[config.mk]
export PLATFORM = sky130hd
export DESIGN_NAME = adc_fft_frame_sched
export DESIGN_NICKNAME = d
export VERILOG_FILES = /design/src/rtl/adc_fft_frame_sched_pkg.sv /design/src/rtl/adc_fft_skid2.sv /design/src/rtl/adc_fft_frame_sched.sv
export SDC_FILE = /design/constraint.sdc
export NUM_CORES = 1
export LEC_CHECK = 0
export CORE_MARGIN = 4
export CORE_UTILIZATION = 30
export DETAILED_ROUTE_END_ITERATION = 6
export PLACE_DENSITY = 0.52
export SLEW_MARGIN = 20
export SYNTH_ARGS = -nofsm -noshare
export SYNTH_HDL_FRONTEND = slang
export SYNTH_SLANG_ARGS = --single-unit
[constraint.sdc]
create_clock -name rclk -period 4.55 [get_ports rclk]
set_clock_uncertainty 0.15 [all_clocks]
set_input_delay 0.91 -clock rclk [delete_from_list [all_inputs] [get_ports rclk]]
set_output_delay 0.91 -clock rclk [all_outputs]
set_load 0.05 [all_outputs]
[src/rtl/adc_fft_frame_sched_pkg.sv]
// Shared constants for the ADC->FFT frame scheduler: FSM encodings and FIFO read latency.
package adc_fft_frame_sched_pkg;

  localparam logic [1:0] ST_IDLE  = 2'd0;
  localparam logic [1:0] ST_WAIT  = 2'd1;
  localparam logic [1:0] ST_BURST = 2'd2;
  localparam logic [1:0] ST_FLUSH = 2'd3;

  // Data from the upstream FIFO lands this many cycles after fifo_r_en.
  localparam int RD_LAT = 1;

endpackage

[src/rtl/adc_fft_skid2.sv]
// Two-entry register skid FIFO. Entry 0 is the head; a simultaneous write and read keeps order.
module adc_fft_skid2 #(
  parameter int W = 12
) (
  input  logic         rclk,
  input  logic         rrst_n,
  input  logic         wr_en,
  input  logic [W-1:0] wr_data,
  input  logic         rd_en,
  output logic [W-1:0] rd_data,
  output logic [1:0]   occ
);

  logic [W-1:0] ent0, ent1;
  logic         rd_ok;

  assign rd_ok   = rd_en & (occ != 2'd0);
  assign rd_data = ent0;

  always_ff @(posedge rclk or negedge rrst_n) begin
    if (!rrst_n) begin
      ent0 <= '0;
      ent1 <= '0;
      occ  <= 2'd0;
    end else begin
      case ({wr_en, rd_ok})
        2'b11: begin
          if (occ == 2'd1) begin
            ent0 <= wr_data;
          end else begin
            ent0 <= ent1;
            ent1 <= wr_data;
          end
        end
        2'b10: begin
          if (occ == 2'd0) ent0 <= wr_data;
          else             ent1 <= wr_data;
          occ <= occ + 2'd1;
        end
        2'b01: begin
          ent0 <= ent1;
          occ  <= occ - 2'd1;
        end
        default: ;
      endcase
    end
  end

endmodule

[src/rtl/adc_fft_frame_sched.sv]
// Read-side frame scheduler: waits for a full frame in the ADC FIFO, then bursts it to the FFT
// as a sop/last-marked valid/ready stream through a 2-entry skid buffer.
module adc_fft_frame_sched
  import adc_fft_frame_sched_pkg::*;
#(
  parameter int DATA_W    = 12,
  parameter int LVL_W     = 10,
  parameter int FRAME_LEN = 256,
  parameter int CNT_W     = 9
) (
  input  logic              rclk,
  input  logic              rrst_n,
  input  logic              cfg_mode,
  input  logic              cfg_start,
  input  logic              cfg_stop,
  input  logic              fifo_rempty,
  input  logic [LVL_W-1:0]  fifo_rd_level,
  output logic              fifo_r_en,
  input  logic [DATA_W-1:0] fifo_rdata,
  output logic [DATA_W-1:0] m_tdata,
  output logic              m_tvalid,
  input  logic              m_tready,
  output logic              m_tsop,
  output logic              m_tlast,
  output logic              busy,
  output logic [15:0]       frame_cnt,
  output logic              stall_err
);

  localparam logic [CNT_W-1:0] FL     = CNT_W'(FRAME_LEN);
  localparam logic [CNT_W-1:0] FL_M1  = CNT_W'(FRAME_LEN - 1);
  localparam logic [LVL_W-1:0] FL_LVL = LVL_W'(FRAME_LEN);

  logic [1:0]       state;
  logic [CNT_W-1:0] iss_cnt, out_cnt;
  logic             inflight, stop_pend;
  logic [1:0]       skid_occ;
  logic [2:0]       occ_eff;
  logic             hs, last_hs, iss_open, stop_now;

  adc_fft_skid2 #(.W(DATA_W)) u_skid (
    .rclk    (rclk),
    .rrst_n  (rrst_n),
    .wr_en   (inflight),
    .wr_data (fifo_rdata),
    .rd_en   (hs),
    .rd_data (m_tdata),
    .occ     (skid_occ)
  );

  assign m_tvalid = (skid_occ != 2'd0);
  assign hs       = m_tvalid & m_tready;
  assign last_hs  = hs & (out_cnt == FL_M1);
  assign m_tsop   = m_tvalid & (out_cnt == '0);
  assign m_tlast  = m_tvalid & (out_cnt == FL_M1);
  assign busy     = (state != ST_IDLE);
  assign iss_open = (iss_cnt < FL);
  assign stop_now = stop_pend | cfg_stop;

  // Credit counts the beat leaving this cycle so a steady ready stream keeps one read per cycle;
  // the skid buffer still never holds more than two entries.
  assign occ_eff   = {1'b0, skid_occ} + {2'b0, inflight} - {2'b0, hs};
  assign fifo_r_en = (state == ST_BURST) & !fifo_rempty & iss_open & (occ_eff < 3'd2);

  always_ff @(posedge rclk or negedge rrst_n) begin
    if (!rrst_n) begin
      state     <= ST_IDLE;
      iss_cnt   <= '0;
      out_cnt   <= '0;
      inflight  <= 1'b0;
      stop_pend <= 1'b0;
      frame_cnt <= '0;
      stall_err <= 1'b0;
    end else begin
      inflight <= fifo_r_en;
      if (hs) out_cnt <= out_cnt + 1'b1;
      case (state)
        ST_IDLE: begin
          if (cfg_start && !cfg_stop) begin
            state     <= ST_WAIT;
            frame_cnt <= '0;
            stall_err <= 1'b0;
            stop_pend <= 1'b0;
          end
        end
        ST_WAIT: begin
          if (cfg_stop) begin
            state <= ST_IDLE;
          end else if (fifo_rd_level >= FL_LVL && !fifo_rempty) begin
            state   <= ST_BURST;
            iss_cnt <= '0;
            out_cnt <= '0;
          end
        end
        ST_BURST: begin
          if (cfg_stop) stop_pend <= 1'b1;
          if (fifo_rempty && iss_open) stall_err <= 1'b1;
          if (fifo_r_en) begin
            iss_cnt <= iss_cnt + 1'b1;
            if (iss_cnt == FL_M1) state <= ST_FLUSH;
          end
        end
        default: begin
          if (cfg_stop) stop_pend <= 1'b1;
          if (last_hs) begin
            frame_cnt <= frame_cnt + 16'd1;
            if (cfg_mode && !stop_now) begin
              state <= ST_WAIT;
            end else begin
              state     <= ST_IDLE;
              stop_pend <= 1'b0;
            end
          end
        end
      endcase
    end
  end

endmodule
==> flow_summary.ini <==
[timing]
relSlewSlack = 0.3169
tns_ps = 0
finalHoldViolations = 0
max_freq_mhz = 231.9
rsz0062_at_grt = no
setup_violations = 0
final_max_slew_viol_count = 0
finalCritPeriodShare = 0.9478
worstMarginPinSlew_ps = 1025
min_period_ps = 4312

[global_route]
antenna_found_initial = 0
met1_usage = 0.1779
grt.busiest_layer = met2
grt_pass1_wl_mm = 15.46
first_global_vias = 3080
grtUsageMet3 = 0.02488
grt-ovfl-total = 0
grt_start_max_net_pins = 45
gr-usage-all-layers = 0.1344
grtUsageMet2 = 0.2181

[logic_synthesis]
synthCells = 370
avgSynthCellArea_um2 = 9.952
synth_area_um2 = 3682
synth_seq_cells = 65
synth_cell_types = 45
synth_flop_cell = dfrtp_1
yosysWarnings = 0
postSynth.asyncResetShare = 1.000
yosysSeqAreaShare = 0.4417
synth-edff-count = 0
syn-num-nets = 415

[status]
status = completed

[worst_setup_path]
cp.required_ps = 3490
reg2regPathDepth = 11
cp_max_fo = 3
reg2reg_to = iss_cnt[5]$_DFFE_PN0P_
cp-end-kind = output pin
cp-start-kind = primary input
critPathArrivalTime_ps = 3250
r2r_setup_slack_ps = 1060
crit_type = primary input to output pin
rr_startpoint = u_skid.occ[1]$_DFFE_PN0N_

[placed_design]
dp_hpwl_mm = 6.359
port_buffers = 54
dp.cells = 558
gp_congestion = 0.7560

[power_and_ir_drop]
power_leakage_nw = 1.978
clock_power_share = 0.199
ir_worst_vdd_mv = 0.2347
power_frac_seq = 0.317
powerDensity_nw_per_um2 = 658.2
swShare = 0.4273
power_switching_w = 0.001304
combPwrFrac = 0.484
p_int_w = 0.001747

[cts]
cts_tree = yes
cts.sinks = 65
cts.clk_slew.worst_paths_ps = 50
clock_path_buffers = 2
insertion_delay_ps = 320
htreeDepth = 3
cts_setup_buffers = 0
cts_resized = 0
cts_buffers = 9
cts_root_buffer = clkbuf_16
cts_hold_buf = 0

[finish]
areaGrowthSynthToFinish_pct = 25.89
drive_gt1_frac = 0.1108
final_cells = 571
layout_commonest_cell = dfrtp_1
layout_common_cells = dfrtp_1, clkdlybuf4s50_1, nor2_1, a21oi_1, nand2_1
nets = 467
diodes = 0

[routing]
wirelength_mm = 9.138
wire_per_inst_um = 16.00
vias_per_cell = 5.257
drcViolationCount = 0
first_pass_iters = 5
dr_total_vias = 3002
drtIter0Drc = 141
drtAntennaViolNets = 0

[floorplanning]
die_y_um = 118.8
io_pins = 63
core-area_um2 = 12010
dieArea_um2 = 14110
start_util = 0.3066
rows = 40
fp.dieW_um = 118.8

[hold_path]
hold_class = flop to flop
worstHoldEndpoint = u_skid.rd_data[9]$_DFFE_PN0P_
min-delay-start = u_skid.rd_data[9]$_DFFE_PN0P_
whs_path_depth = 1

[flow_run]
maxCapViolCount = 0
==> through the flow <==
step           hold slack [ps]  total power (W)  utilization  setup slack [ps]  area [um^2]
3_3_place_gp             313.6         0.002426       0.3648             217.6         4382
6_report                 325.1         0.003051       0.3859             237.6         4636
5_1_grt                  346.1         0.003269       0.3859             90.54         4636
2_1_floorplan            313.5         0.002033            -             425.2         3687
4_1_cts                  329.2         0.003087       0.3857             190.4         4633
3_5_place_dp             317.6         0.002460       0.3648             203.7         4382
==> metal layers <==
| layer | part of all wire | routed length [um] |
|---|---|---|
| met2 | 0.47 | 4261 |
| met3 | 0.034 | 308 |
| met5 | 0 | 0 |
| met1 | 0.49 | 4522 |
| met4 | 0.0049 | 45 |
==> registers in the layout (all words and copies together), names as in the netlist <==
name            cells
stop_pend           1
out_cnt             9
state               2
u_skid.ent1        12
iss_cnt             9
stall_err           1
inflight            1
u_skid.occ          2
frame_cnt          16
u_skid.rd_data     12
==> cells in the mapped netlist, types with 2 or more instances <==
| master | count | area [um^2] |
|---|---|---|
| o211ai_1 | 2 | 15.01 |
| dfrtp_1 | 65 | 1627 |
| o21ai_0 | 7 | 35.03 |
| mux2_2 | 15 | 168.9 |
| mux2i_1 | 16 | 160.2 |
| and3_1 | 2 | 12.51 |
| nand2_1 | 21 | 78.83 |
| a31oi_1 | 5 | 31.28 |
| nor2b_1 | 4 | 25.02 |
| a211oi_1 | 14 | 105.1 |
| and4_1 | 4 | 35.03 |
| a21oi_1 | 23 | 115.1 |
| a31o_2 | 8 | 70.07 |
| nand4_1 | 10 | 62.56 |
| xor2_1 | 7 | 61.31 |
| ha_1 | 15 | 187.7 |
| or4_1 | 5 | 37.54 |
| o41ai_1 | 3 | 26.28 |
| nand3b_1 | 2 | 15.01 |
| nand3_1 | 8 | 40.04 |
| nand4bb_1 | 2 | 22.52 |
| buf_1 | 2 | 7.510 |
| a21o_1 | 12 | 90.09 |
| or3_1 | 4 | 25.02 |
| xnor2_1 | 5 | 43.79 |
| o31ai_1 | 5 | 37.54 |
| inv_1 | 20 | 75.07 |
| nand2b_1 | 4 | 25.02 |
| buf_2 | 10 | 50.05 |
| a221oi_1 | 12 | 105.1 |
| clkbuf_1 | 7 | 26.28 |
| nor3_1 | 8 | 40.04 |
| nor2_1 | 31 | 116.4 |
==> layout make-up <==
| type | count | area, um^2 |
|---|---|---|
| inverters | 21 | 78.83 |
| flip-flops and latches | 65 | 1627 |
| fillers | 1199 | 7376 |
| well taps | 147 | 183.9 |
| repair buffers | 60 | 593.1 |
| clock inverters | 1 | 5.005 |
| clock buffers | 12 | 246.5 |
| multi-input cells | 265 | 1902 |
==> worst max-delay path, cell delays in order <==
cell,delay (ps)
clkdlybuf4s50_1,470
nor2b_1,190
inv_2,50
nor2_1,150
o21ai_0,130
fa_1,390
xor2_1,170
or3_1,330
nor3_2,260
buf_12,180
==> power by group through the flow <==
| stage | sequential (W) | clock, W | combinational, W |
|---|---|---|---|
| finish | 0.000968 | 0.000607 | 0.00148 |
| global route | 0.000998 | 0.000651 | 0.00162 |
| floorplan | 0.00118 | 0 | 0.000856 |
| detailed placement | 0.000975 | 0 | 0.00148 |
| CTS | 0.000969 | 0.000627 | 0.00149 |
| global placement | 0.000967 | 0 | 0.00146 |
==> logic make-up (layout without fill, tap and decap cells) <==
family | after synthesis | in the layout | share of synthesized area
AO/OA/AOI/OAI | 97 | 97 | 0.1859
buffers and inverters | 40 | 94 | 0.04417
XOR/XNOR | 12 | 12 | 0.02854
multiplexers | 31 | 31 | 0.08936
flip-flops | 65 | 65 | 0.4417
adder cells (fa/ha/maj) | 16 | 16 | 0.05641
AND/OR/NAND/NOR | 109 | 109 | 0.1539
==> worst max path at each step <==
| stage | slack [ps] | endpoint | startpoint | cells past startpoint |
|---|---|---|---|---|
| 3_5_place_dp | 200 | fifo_r_en | m_tready | 10 |
| 3_3_place_gp | 220 | fifo_r_en | m_tready | 10 |
| 4_1_cts | 190 | fifo_r_en | m_tready | 10 |
| 6_report | 240 | fifo_r_en | m_tready | 10 |
| 2_1_floorplan | 430 | fifo_r_en | m_tready | 9 |
| 5_1_grt | 90 | fifo_r_en | m_tready | 10 |
No activity file was read; power rests on OpenSTA's default activity.
